### src/rtl/mux_arbiter.sv
// Packet-level round-robin arbiter for the router's 2:1 output mux.
// A port owns the mux from its HEAD flit through its TAIL flit (wormhole lock).
module mux_arbiter #(
    parameter int          TYPEW     = 2,
    parameter int          SELW      = 5,
    parameter logic [TYPEW-1:0] TYPE_NONE = 2'b00,
    parameter logic [TYPEW-1:0] TYPE_HEAD = 2'b01,
    parameter logic [TYPEW-1:0] TYPE_DATA = 2'b10,
    parameter logic [TYPEW-1:0] TYPE_TAIL = 2'b11,
    parameter int          CNTW      = 16
) (
    input  logic             clk,
    input  logic             rst_,
    input  logic             ivalid_0,
    input  logic [TYPEW-1:0] itype_0,
    input  logic             ivalid_1,
    input  logic [TYPEW-1:0] itype_1,
    input  logic             ordy,
    output logic [SELW-1:0]  sel,
    output logic             gnt_0,
    output logic             gnt_1,
    output logic             busy,
    output logic [CNTW-1:0]  pkt_cnt_0,
    output logic [CNTW-1:0]  pkt_cnt_1,
    output logic             err
);

    typedef enum logic {IDLE, LOCK} state_t;

    state_t            state_reg, state_next;
    logic              owner_reg, owner_next;
    logic              ptr_reg, ptr_next;
    logic              head_done_reg, head_done_next;
    logic              err_reg, err_next;
    logic [SELW-1:0]   sel_reg, sel_next;
    logic [CNTW-1:0]   cnt_reg [2];
    logic [1:0]        cnt_inc;

    logic [1:0]        ivalid;
    logic [TYPEW-1:0]  itype [2];
    logic [1:0]        gnt;
    logic [1:0]        req;
    logic              owner_gnt;
    logic [TYPEW-1:0]  owner_type;

    assign ivalid   = {ivalid_1, ivalid_0};
    assign itype[0] = itype_0;
    assign itype[1] = itype_1;

    generate
        for (genvar gi = 0; gi < 2; gi++) begin : g_port
            // A valid TYPE_NONE flit is never granted, even by the owner.
            assign gnt[gi] = sel_reg[gi] & ivalid[gi] & ordy & (itype[gi] != TYPE_NONE);
            assign req[gi] = ivalid[gi] & (itype[gi] == TYPE_HEAD);

            always_ff @(posedge clk or negedge rst_) begin
                if (!rst_) begin
                    cnt_reg[gi] <= '0;
                end else if (cnt_inc[gi]) begin
                    cnt_reg[gi] <= cnt_reg[gi] + 1'b1;
                end
            end
        end
    endgenerate

    assign owner_gnt  = gnt[owner_reg];
    assign owner_type = itype[owner_reg];

    always_comb begin
        state_next     = state_reg;
        owner_next     = owner_reg;
        ptr_next       = ptr_reg;
        head_done_next = head_done_reg;
        err_next       = err_reg;
        sel_next       = sel_reg;
        cnt_inc        = '0;
        case (state_reg)
            IDLE: begin
                if (|req) begin
                    state_next     = LOCK;
                    head_done_next = 1'b0;
                    owner_next     = (req == 2'b11) ? ptr_reg : req[1];
                    sel_next       = {{(SELW-2){1'b0}}, owner_next, ~owner_next};
                end
            end
            LOCK: begin
                if (owner_gnt) begin
                    head_done_next = 1'b1;
                    case (owner_type)
                        TYPE_TAIL: begin
                            state_next        = IDLE;
                            sel_next          = '0;
                            ptr_next          = ~owner_reg;
                            cnt_inc[owner_reg] = 1'b1;
                        end
                        // A second HEAD inside a packet is passed through as DATA but flagged.
                        TYPE_HEAD: begin
                            if (head_done_reg) begin
                                err_next = 1'b1;
                            end
                        end
                        TYPE_DATA: begin
                        end
                        default: begin
                        end
                    endcase
                end
            end
            default: begin
                state_next = IDLE;
                sel_next   = '0;
            end
        endcase
    end

    always_ff @(posedge clk or negedge rst_) begin
        if (!rst_) begin
            state_reg     <= IDLE;
            owner_reg     <= 1'b0;
            ptr_reg       <= 1'b0;
            head_done_reg <= 1'b0;
            err_reg       <= 1'b0;
            sel_reg       <= '0;
        end else begin
            state_reg     <= state_next;
            owner_reg     <= owner_next;
            ptr_reg       <= ptr_next;
            head_done_reg <= head_done_next;
            err_reg       <= err_next;
            sel_reg       <= sel_next;
        end
    end

    assign sel       = sel_reg;
    assign gnt_0     = gnt[0];
    assign gnt_1     = gnt[1];
    assign busy      = (state_reg == LOCK);
    assign pkt_cnt_0 = cnt_reg[0];
    assign pkt_cnt_1 = cnt_reg[1];
    assign err       = err_reg;

endmodule
### config.mk
export PLATFORM = sky130hd
export DESIGN_NAME = mux_arbiter
export DESIGN_NICKNAME = d
export VERILOG_FILES = /design/src/rtl/mux_arbiter.sv
export SDC_FILE = /design/constraint.sdc
export NUM_CORES = 1
export LEC_CHECK = 0
export CAP_MARGIN = 5
export CORE_MARGIN = 3
export CORE_UTILIZATION = 51
export CTS_CLUSTER_DIAMETER = 150
export DETAILED_ROUTE_END_ITERATION = 6
export PLACE_DENSITY = 0.83
export SLEW_MARGIN = 20
export SYNTH_ARGS = -nofsm -noshare
export SYNTH_HDL_FRONTEND = slang
export SYNTH_SLANG_ARGS = --single-unit
### constraint.sdc
create_clock -name clk -period 2.85 [get_ports clk]
set_input_delay 0.57 -clock clk [delete_from_list [all_inputs] [get_ports clk]]
set_output_delay 0.57 -clock clk [all_outputs]
set_load 0.05 [all_outputs]
Yosys cells after proc, flatten, opt, wreduce, memory -nomap -nowiden. Cells that the tools add are included.

Flip-flop bits (word level): 42. Logic and storage cells: 64. Input port bits: 9.

Reductions and logical operators: 9. Bitwise gates (word level): 12. Muxes and demuxes: 22. Magnitude comparators: 3. Add/subtract/negate cells: 2. Eq/ne operators: 8.

Operators with widths (number): 16-bit by 1-bit adder with 16-bit output (second input constant) (2); 5-bit two-way mux (3); 2-bit two-way mux (6); 5-bit one-hot mux with 2 select lines (1); 1-bit two-way mux (9); 1-bit AND (8); 2-bit by 1-bit equality test with 1-bit output (second input constant) (3); 3-bit AND reduction (2); 2-bit equality test (second input constant) (2); 2-bit by 1-bit != test with 1-bit output (second input constant) (2); 1-bit one-hot mux with 2 select lines (2); 2-bit AND reduction (2); 4-bit AND reduction (1); 2-bit nonzero test (2); 1-bit inverter (3); 2-bit >= comparator (second input constant) (1); 1-bit by 2-bit < comparator with 1-bit output (second input constant) (1); 2-bit != test (second input constant) (1); 1-bit inverter with 2-bit output (1); 2-bit OR reduction (1); 1-bit demux with 1-bit select (1); 1-bit >= comparator (second input constant) (1); 1-bit logical AND (1).

Longest topological paths before layout.
Depth in word-level cells: 8. Depth in mapped cells: 6. Mapped depth without buffers: 5.

Worst setup path after synthesis. No wires, ideal clock.

Path type: register -> register. Start point: register sel_reg[1], in the netlist sel[1]. End point: register cnt_reg (netlist bit pkt_cnt_1[10]). Path buffers: 0. Arrival: 1928 ps. Stages on the path, launching flop included: 6. Library setup time: 82 ps. Clock period less this slack: 2010 ps. Slack: 840 ps. Cell sequence: dfrtp_1 o2111ai_1 inv_1 nand4_1 nor3_1 xor2_1.

Cells in the longest elaborated chain, start to end: 7.

Ends and longest elaborated chain: start, declared (line 35) `logic [SELW-1:0] sel_reg, sel_next;`; start signal, assigned (line 130) `sel_reg <= sel_next;`; 1-bit AND (3 in series) (line 53) `assign gnt[gi] = sel_reg[gi] & ivalid[gi] & ordy & (itype[gi] != TYPE_NONE);`; named net gnt_1 (line 21) `output logic gnt_1,`; 1-bit two-way mux (not written as such) (2 in series) (line 66) `assign owner_gnt = gnt[owner_reg];`; 2-bit two-way mux (line 87) `if (owner_gnt) begin`; 2-bit two-way mux (line 77) `case (state_reg)`; end signal, assigned by index (line 60) `cnt_reg[gi] <= cnt_reg[gi] + 1'b1;`; end, declared (line 36) `logic [CNTW-1:0] cnt_reg [2];`.

The timed path passes the listed nets, and every way through them passes these cells. The select of a mux whose other input is x is not followed. A chain may end at the register's enable or synchronous reset.

Final worst setup path.
Start point: input itype_0[0]. End point: output gnt_0.

Cells in the longest elaborated chain, start to end: 2.

Ends and longest elaborated chain: start, declared (line 15) `input logic [TYPEW-1:0] itype_0,`; 2-bit nonzero test (line 53); 1-bit AND (line 53); end, declared (line 20) `output logic gnt_0,`.

Every way passes these cells.

==> results.md <==
* Status: complete, no violations
* Synth Flop Type: dfrtp_1
* Storage element area at 976 µm²
* Routed Wire Length at 3760 µm
* EDFF count, synth at 0
* Netlist area before placement at 0.00184 mm²
* Crit-path cells: clkdlybuf4s50_1, o2111ai_1, inv_1, buf_4
* Ports at 50
* Yosys top cell by area: dfrtp_1
* Area growth syn-to-layout at 31.1%
* Slowest-stage cell, CP: o2111ai_1
* CTS tree: done
* Clk slew on worst S/H paths at 0.13 ns
* Seq cells post-synth at 39
* CTS buffer count at 5
* Post-DP HPWL at 2790 µm
* Post-synthesis sequential area ratio at 0.530
* Vias per cell at 5.36
* Post-CTS sizing at 0
* Largest net degree at the start of global routing at 40
* Residual DRC count at 0
* Grt ovf at 0
* Min Tclk post-route at 2.38 ns
* CP startpoint kind: input pin
* Iter 0 DRT Violations at 58
* Post-DRT Antenna Nets at 0
* Synth Warn # at 0
* Dominant cells by area after synthesis: dfrtp_1 (53%), xnor2_1 (8.6%), xor2_1 (5.7%)
* Unrepaired setup endpoints after global routing: false
* Pwr Total at 1.40 mW
* Reg2Reg Setup Slack at 1.02 ns
* Root Buffer: clkbuf_4
* Min-Delay Path Class: in2async
* Max Fclk at 0.420 GHz
* Buffers on Ports at 46
* Antenna cell count at 0
* Share of synthesized registers carrying an async set or reset at 1.00
* Die Span X at 66.1 µm
* Leakage at 1.10 nW
* Critical path's largest stage delay at 0.48 ns
* Kind of critical path: in2out
* Row count at 21
* Cts hold-fix bufs at 0
* Final hold violations at 0
* Peak VDD IR at 361 µV
* Initial antenna violation count at 0
* Postcts setup bufs at 0
* WP data arrival at 1.81 ns
* First-pass GRT wire length at 6290 µm
* Max-slew violation count at 0
* R2R depth at 4
* Vias at 1,416
* Core Util, Final at 0.707
* CTS HTree Levels at 2
* Critical Path End Type: primary output
* CTS sink cnt at 39
* Final nets at 228
* Total Negative Setup Slacks at 0 ns
* Power Density at 581 mW/mm²
* Detailed Routing Iterations Pass 1 at 4
* Share of layout cells above drive strength 1 at 0.106
* DIE AREA at 0.00437 mm²
* Max-cap viol count at 0
* Vias in the first global route at 1,422
* Multi-input logic area at 807 µm²
* Synthesized area per cell at 11.0 µm²
* Gr usage total at 0.189
* Max Root-Sink Buffers at 2
* Area share of the largest cell type after synthesis at 0.530
* Mapped Cells at 167
* Skew final at 0.0174 ns
* Clk_lat worst skew at 0.35 ns
* WL per Instance at 14.2 µm
* Cell variety after synth at 37
* Setup violations, final at 0
* CP Max Fanout at 5
* Starting Density at 0.539
* Worst slew margin at 0.444
* Layout filler cell count at 265
* Core area at 0.00342 mm²
* Die H at 66.1 µm
* Slew @ Worst Pin at 0.834 ns
* Crit path required time at 2.28 ns
* Placer Congestion at 0.840
* Crit share post-route at 0.836
## final timing paths
path	startpoint	end
setup / recovery	itype_0[0]	gnt_0
hold / removal	rst_	pkt_cnt_1[11]
setup reg to reg	owner_reg	pkt_cnt_1[15]
hold reg to reg	pkt_cnt_1[15]	pkt_cnt_1[15]
max in group asynchronous	rst_	pkt_cnt_1[10]
min in group clk	pkt_cnt_1[15]	pkt_cnt_1[15]
## area by class of cell
class	count	area share
repair buffers	47	0.195
flip-flops and latches	39	0.404
inverters	6	0.00933
well taps	46	0.0238
multi-input cells	118	0.334
clock buffers	5	0.0155
clock inverters	3	0.0181
## cells in the final DEF (no fill, tap or decap), types with 2 or more instances in the layout
cell type and count:
and3_1 3, mux2_2 2, buf_4 2, a21o_1 2
and3_2 2, clkbuf_4 5, xnor2_1 18, o2111ai_1 2
nor3_2 2, inv_1 6, dfrtp_1 39, nand4_1 8
nand2_1 15, nor2_1 7, clkdlybuf4s50_1 43, nand3_1 12
conb_1 3, ha_1 2, o21ai_0 2, nor3_1 8
xor2_1 12, nand3b_1 3
## power by group
part,switching [mW],internal (mW),leakage (nW)
registers,0.0693,0.605,0.511
clock network,0.179,0.185,0.0452
logic,0.227,0.137,0.542
## critical path: cells and delay by family
kind / cells / cell delay, ns
buf+inv: 3 / 0.77
compound gates: 1 / 0.48
## per-layer routing
layer | wire (µm) | vias to the layer above | global-route usage
met4 | 19 | 0 | 0.0533
li1 | - | 672 | -
met2 | 1980 | 38 | 0.326
met3 | 175 | 2 | 0.0646
met1 | 1580 | 704 | 0.221
met5 | 0 | - | 0
## metrics by stage
stage               std cells  worst slack (ns)  cell area, µm²  hold WS (ns)
finish                    264             0.468            2410         0.302
global route              264             0.390            2410         0.351
CTS                       264             0.471            2410         0.329
detailed placement        256             0.482            2330         0.459
global placement          256             0.491            2330         0.457
floorplan                 169             0.840            1850         0.274
## cells by family after synthesis
kind of cell | count (synthesis) | synth area share
other | 1 | 0.00204
buffers and inverters | 12 | 0.0360
and+or+nand+nor | 69 | 0.213
adders and majority gates | 2 | 0.0136
muxes | 3 | 0.0177
xor gates and xnor gates | 30 | 0.143
AOI/OAI and AO/OA | 11 | 0.0455
DFF | 39 | 0.530
## Yosys cell counts (2+ instances only)
| cell type | count |
|---|---|
| dfrtp_1 | 39 |
| xnor2_1 | 18 |
| nand2_1 | 15 |
| nand3_1 | 12 |
| xor2_1 | 12 |
| nand4_1 | 8 |
| nor3_1 | 8 |
| nor2_1 | 7 |
| inv_1 | 6 |
| and3_1 | 3 |
| buf_4 | 3 |
| nand3b_1 | 3 |
| a21o_1 | 2 |
| and3_2 | 2 |
| buf_2 | 2 |
| ha_1 | 2 |
| mux2_2 | 2 |
| nor3_2 | 2 |
| o2111ai_1 | 2 |
| o21ai_0 | 2 |
Power figures use the tool's default switching activity.
